**src/rtl/multicycle_control_fsm.sv**
```systemverilog
// Multicycle processor main control unit.
// Sequences FETCH/DECODE and the per-instruction execute/writeback states
// for lw, sw, R-type, beq, addi and j. Datapath controls are Moore outputs
// of the current state. PCEn also folds in the branch condition. Illegal is
// a registered one-cycle flag raised after an unsupported opcode or an
// unused state encoding is seen.
module multicycle_control_fsm (
    input  logic       Clk,
    input  logic       Rst_n,
    input  logic [5:0] Op,
    input  logic       Zero,
    output logic       MemWrite,
    output logic       IorD,
    output logic       IRWrite,
    output logic       PCEn,
    output logic       RegWrite,
    output logic       RegDst,
    output logic       MemtoReg,
    output logic       ALUSrcA,
    output logic [1:0] ALUSrcB,
    output logic [1:0] ALUOp,
    output logic [1:0] PCSrc,
    output logic [3:0] State,
    output logic       Illegal
);

    typedef enum logic [3:0] {
        S_FETCH   = 4'd0,
        S_DECODE  = 4'd1,
        S_MEMADR  = 4'd2,
        S_MEMRD   = 4'd3,
        S_MEMWB   = 4'd4,
        S_MEMWR   = 4'd5,
        S_EXECUTE = 4'd6,
        S_ALUWB   = 4'd7,
        S_BEQEX   = 4'd8,
        S_ADDIEX  = 4'd9,
        S_ADDIWB  = 4'd10,
        S_JEX     = 4'd11
    } state_t;

    localparam logic [5:0] OP_LW    = 6'b100011;
    localparam logic [5:0] OP_SW    = 6'b101011;
    localparam logic [5:0] OP_RTYPE = 6'b000000;
    localparam logic [5:0] OP_BEQ   = 6'b000100;
    localparam logic [5:0] OP_ADDI  = 6'b001000;
    localparam logic [5:0] OP_J     = 6'b000010;

    state_t state_q;
    state_t state_d;
    logic   illegal_d;
    logic   pc_write;
    logic   branch;

    // State register and registered Illegal flag; reset aborts any instruction.
    always_ff @(posedge Clk or negedge Rst_n) begin
        if (!Rst_n) begin
            state_q <= S_FETCH;
            Illegal <= 1'b0;
        end else begin
            state_q <= state_d;
            Illegal <= illegal_d;
        end
    end

    // Next-state decode; bad opcodes and unused encodings fall back to FETCH.
    always_comb begin
        state_d   = S_FETCH;
        illegal_d = 1'b0;
        case (state_q)
            S_FETCH:   state_d = S_DECODE;
            S_DECODE: begin
                case (Op)
                    OP_LW, OP_SW: state_d = S_MEMADR;
                    OP_RTYPE:     state_d = S_EXECUTE;
                    OP_BEQ:       state_d = S_BEQEX;
                    OP_ADDI:      state_d = S_ADDIEX;
                    OP_J:         state_d = S_JEX;
                    default: begin
                        state_d   = S_FETCH;
                        illegal_d = 1'b1;
                    end
                endcase
            end
            S_MEMADR:  state_d = (Op == OP_LW) ? S_MEMRD : S_MEMWR;
            S_MEMRD:   state_d = S_MEMWB;
            S_MEMWB:   state_d = S_FETCH;
            S_MEMWR:   state_d = S_FETCH;
            S_EXECUTE: state_d = S_ALUWB;
            S_ALUWB:   state_d = S_FETCH;
            S_BEQEX:   state_d = S_FETCH;
            S_ADDIEX:  state_d = S_ADDIWB;
            S_ADDIWB:  state_d = S_FETCH;
            S_JEX:     state_d = S_FETCH;
            default: begin
                state_d   = S_FETCH;
                illegal_d = 1'b1;
            end
        endcase
    end

    // Moore control outputs; everything not set for a state stays 0.
    always_comb begin
        MemWrite = 1'b0;
        IorD     = 1'b0;
        IRWrite  = 1'b0;
        RegWrite = 1'b0;
        RegDst   = 1'b0;
        MemtoReg = 1'b0;
        ALUSrcA  = 1'b0;
        ALUSrcB  = 2'b00;
        ALUOp    = 2'b00;
        PCSrc    = 2'b00;
        pc_write = 1'b0;
        branch   = 1'b0;
        case (state_q)
            S_FETCH: begin
                ALUSrcB  = 2'b01;
                IRWrite  = 1'b1;
                pc_write = 1'b1;
            end
            S_DECODE: begin
                ALUSrcB = 2'b11;
            end
            S_MEMADR: begin
                ALUSrcA = 1'b1;
                ALUSrcB = 2'b10;
            end
            S_MEMRD: begin
                IorD = 1'b1;
            end
            S_MEMWB: begin
                MemtoReg = 1'b1;
                RegWrite = 1'b1;
            end
            S_MEMWR: begin
                IorD     = 1'b1;
                MemWrite = 1'b1;
            end
            S_EXECUTE: begin
                ALUSrcA = 1'b1;
                ALUOp   = 2'b10;
            end
            S_ALUWB: begin
                RegDst   = 1'b1;
                RegWrite = 1'b1;
            end
            S_BEQEX: begin
                ALUSrcA = 1'b1;
                ALUOp   = 2'b01;
                PCSrc   = 2'b01;
                branch  = 1'b1;
            end
            S_ADDIEX: begin
                ALUSrcA = 1'b1;
                ALUSrcB = 2'b10;
            end
            S_ADDIWB: begin
                RegWrite = 1'b1;
            end
            S_JEX: begin
                PCSrc    = 2'b10;
                pc_write = 1'b1;
            end
            default: begin
            end
        endcase
    end

    // PC loads on unconditional writes or a taken branch.
    assign PCEn  = pc_write | (branch & Zero);
    assign State = state_q;

endmodule
```
**config.mk**
```make
export PLATFORM = sky130hd
export DESIGN_NAME = multicycle_control_fsm
export DESIGN_NICKNAME = d
export VERILOG_FILES = /design/src/rtl/multicycle_control_fsm.sv
export SDC_FILE = /design/constraint.sdc
export NUM_CORES = 1
export LEC_CHECK = 0
export CORE_AREA = 4 4 41 43
export DETAILED_ROUTE_END_ITERATION = 10
export DIE_AREA = 0 0 45 47
export PLACE_DENSITY = 0.79
export SYNTH_ARGS = -nofsm -noshare
export SYNTH_HDL_FRONTEND = slang
export SYNTH_SLANG_ARGS = --single-unit
```
**constraint.sdc**
```tcl
create_clock -name Clk -period 1.6 [get_ports Clk]
set_input_delay 0.24 -clock Clk [delete_from_list [all_inputs] [get_ports Clk]]
set_output_delay 0.24 -clock Clk [all_outputs]
set_load 0.02 [all_outputs]
```
==> metrics.cfg <==
[run_status]
outcome = complete, no violations

[routing]
avgRoutedWirePerCell_um = 13.0
drt_pass1_iterations = 4
ant_nets = 0
drc = 0
avgViaCountPerCell = 5.21
drt_iter0_markers = 1
vias = 646
wirelength_mm = 1.62

[sta]
final_max_slew_viol_count = 0
fin_setup_tns_ns = 0
min_period_ns = 1.59
fin_skew_ns = 0.00375
rsz0062_at_grt = yes
setup_viol = 0
slew_headroom_pct = 70.0
tightest_slew_ns = 0.446
hold_violations = 0
timing.fmax_mhz = 627
post-route-period-util_pct = 99.6

[final_layout]
syn2layout_area_growth_pct = 106
diodes = 0
final_nets = 119
final_common_cell = buf_4
layout_common_cells = buf_4 (24), clkdlybuf4s50_1 (9), nor2_1 (8), buf_2 (6)
drive_gt1_share_pct = 46.8

[power]
leakage_nw = 0.443
p_int_uw = 663
power.switching_uw = 536
p_sw_share_pct = 44.7
pwr-share-comb_pct = 71.0
power.total_mw = 1.20
seqPwrFrac_pct = 16.2
peakVddDrop_v = 0.000591
p_clk_share_pct = 12.8
power_density_mw_per_mm2 = 1300

[yosys]
syn_nets = 69
ys_types = 28
ys.flop_type = dfrtp_1
synth-edff-count = 0
ys_seq_area_share_pct = 28.0
async_reset_ff_share_pct = 100
syn_inst = 60
yosys_warnings = 0
ys_ff_latch = 5
avgSynthCellArea_um2 = 7.44
syn_area_um2 = 447

[setup_path]
crit_arrival_ns = 1.35
startpoint_type = flip-flop
critPathKind = flip-flop to output pin
cp_data_required_time_ns = 1.36
r2r_start = State[0]
crit_path_start = State[0]
crit_fanout = 4
crit_path_end_kind = output pin

[placement]
finalWeightedCongestion = 0.810
portBuffers = 27
dp_hpwl_mm = 1.27

[die]
die_y_um = 47
core_area_mm2 = 0.00130
die-width_um = 45
initial_utilization_pct = 34.3
io_pins = 28
std_cell_rows = 13
dieArea_mm2 = 0.00212

[global_route]
grt_remaining_overflow = 0
grt_pass1_wl_mm = 2.64
grt_usage_pct = 17.6
antenna_found_initial = 0
grt_max_degree = 13
grt_pass1_vias = 686

[clock_tree]
cts_tree = yes
cts_max_path_buffers = 2
clk_transition_reported_paths_ns = 0.05
cts_htree_levels = 1
cts_inserted_buffers = 3
clk_latency_ns = 0.25
root_buffer = clkbuf_4
clock_sinks = 5

[flow_run]
drv_cap = 0

[worst_hold_path]
min_path_type = input pin to async pin

final timing paths:
path | endpoint | slack, ns | cells past startpoint
worst max-delay path | ALUSrcB[1] | 0.006 | 3
worst min-delay path | State[2] | 0.20 | 1
worst max register to register | State[2] | 0.23 | 4
worst min register to register | State[0] | 0.67 | 2
max in group asynchronous | State[3] | 1.20 | 1
min in group Clk | State[0] | 0.67 | 2
critical path, stage by stage, from the launching register on:
cell     delay, ns
dfrtp_1       0.40
or3_4         0.43
a21oi_4       0.14
buf_6         0.13
power by group through the flow:
stage	sequential [mW]	clock, mW	combinational (mW)
floorplan	0.235	0	0.361
global placement	0.187	0	0.828
detailed placement	0.191	0	0.846
CTS	0.194	0.155	0.791
global route	0.199	0.162	0.920
finish	0.194	0.153	0.852
area by class of cell:
class / count / area, um2
timing repair buffer: 50 / 395
fill: 115 / 382
multi-input combinational: 48 / 345
sequential: 5 / 126
clock buffer: 4 / 26.3
tap: 15 / 18.8
inverter: 2 / 7.51
routing by layer:
metal	vias to the layer above	GRT usage (%)	routed length, um	share of wire, %
met5	-	0	0	0
met4	0	20.5	80	5.0
met3	6	3.83	119	7.4
met2	23	29.9	853	53
met1	299	16.4	562	35
li1	318	-	-	-
stage by stage:
stage / cell area [um2] / hold WS, ns / util, % / cells / setup WS [ns]
2_1_floorplan: 450 / -0.0556 / - / 60 / -0.163
3_3_place_gp: 881 / 0.468 / 67.7 / 119 / -0.258
3_5_place_dp: 881 / 0.477 / 67.7 / 119 / -0.319
4_1_cts: 905 / 0.211 / 69.5 / 124 / 0.00158
5_1_grt: 920 / 0.218 / 70.7 / 124 / -0.0624
6_report: 920 / 0.201 / 70.7 / 124 / 0.00629
kinds of logic (layout without fill, tap and decap cells):
logic type | Yosys count | in the layout | synth area share, %
XOR/XNOR | 2 | 2 | 3.92
AND/OR/NAND/NOR | 30 | 30 | 33.3
flip-flops | 5 | 5 | 28.0
AO/OA/AOI/OAI | 15 | 15 | 25.5
buffers and inverters | 7 | 56 | 7.00
multiplexers | 1 | 1 | 2.24
registers in the layout, indices dropped and copies added, names as in the netlist:
signal	flops
Illegal	1
State	4
synth_stat cells, drive strengths merged (2+ instances only):
master | n | share of area [%]
buf | 3 | 3.6
a21o | 2 | 3.4
clkbuf | 2 | 1.7
nor2 | 8 | 6.7
nor3 | 8 | 9.0
nand2 | 4 | 3.4
nand2b | 2 | 2.8
dfrtp | 5 | 28
xnor2 | 2 | 3.9
a211oi | 2 | 3.4
a31oi | 2 | 2.8
nor4 | 2 | 2.8
or3 | 2 | 2.8
a21oi | 2 | 2.2
inv | 2 | 1.7
o21ai | 2 | 2.2
timing repair:
item,CTS,global route
hold buffers,0,0
resized for setup,59,19
pin swaps,0,3
setup buffers,1,0
setup endpoints to repair,18,13
(Power assumes the default switching activity.)
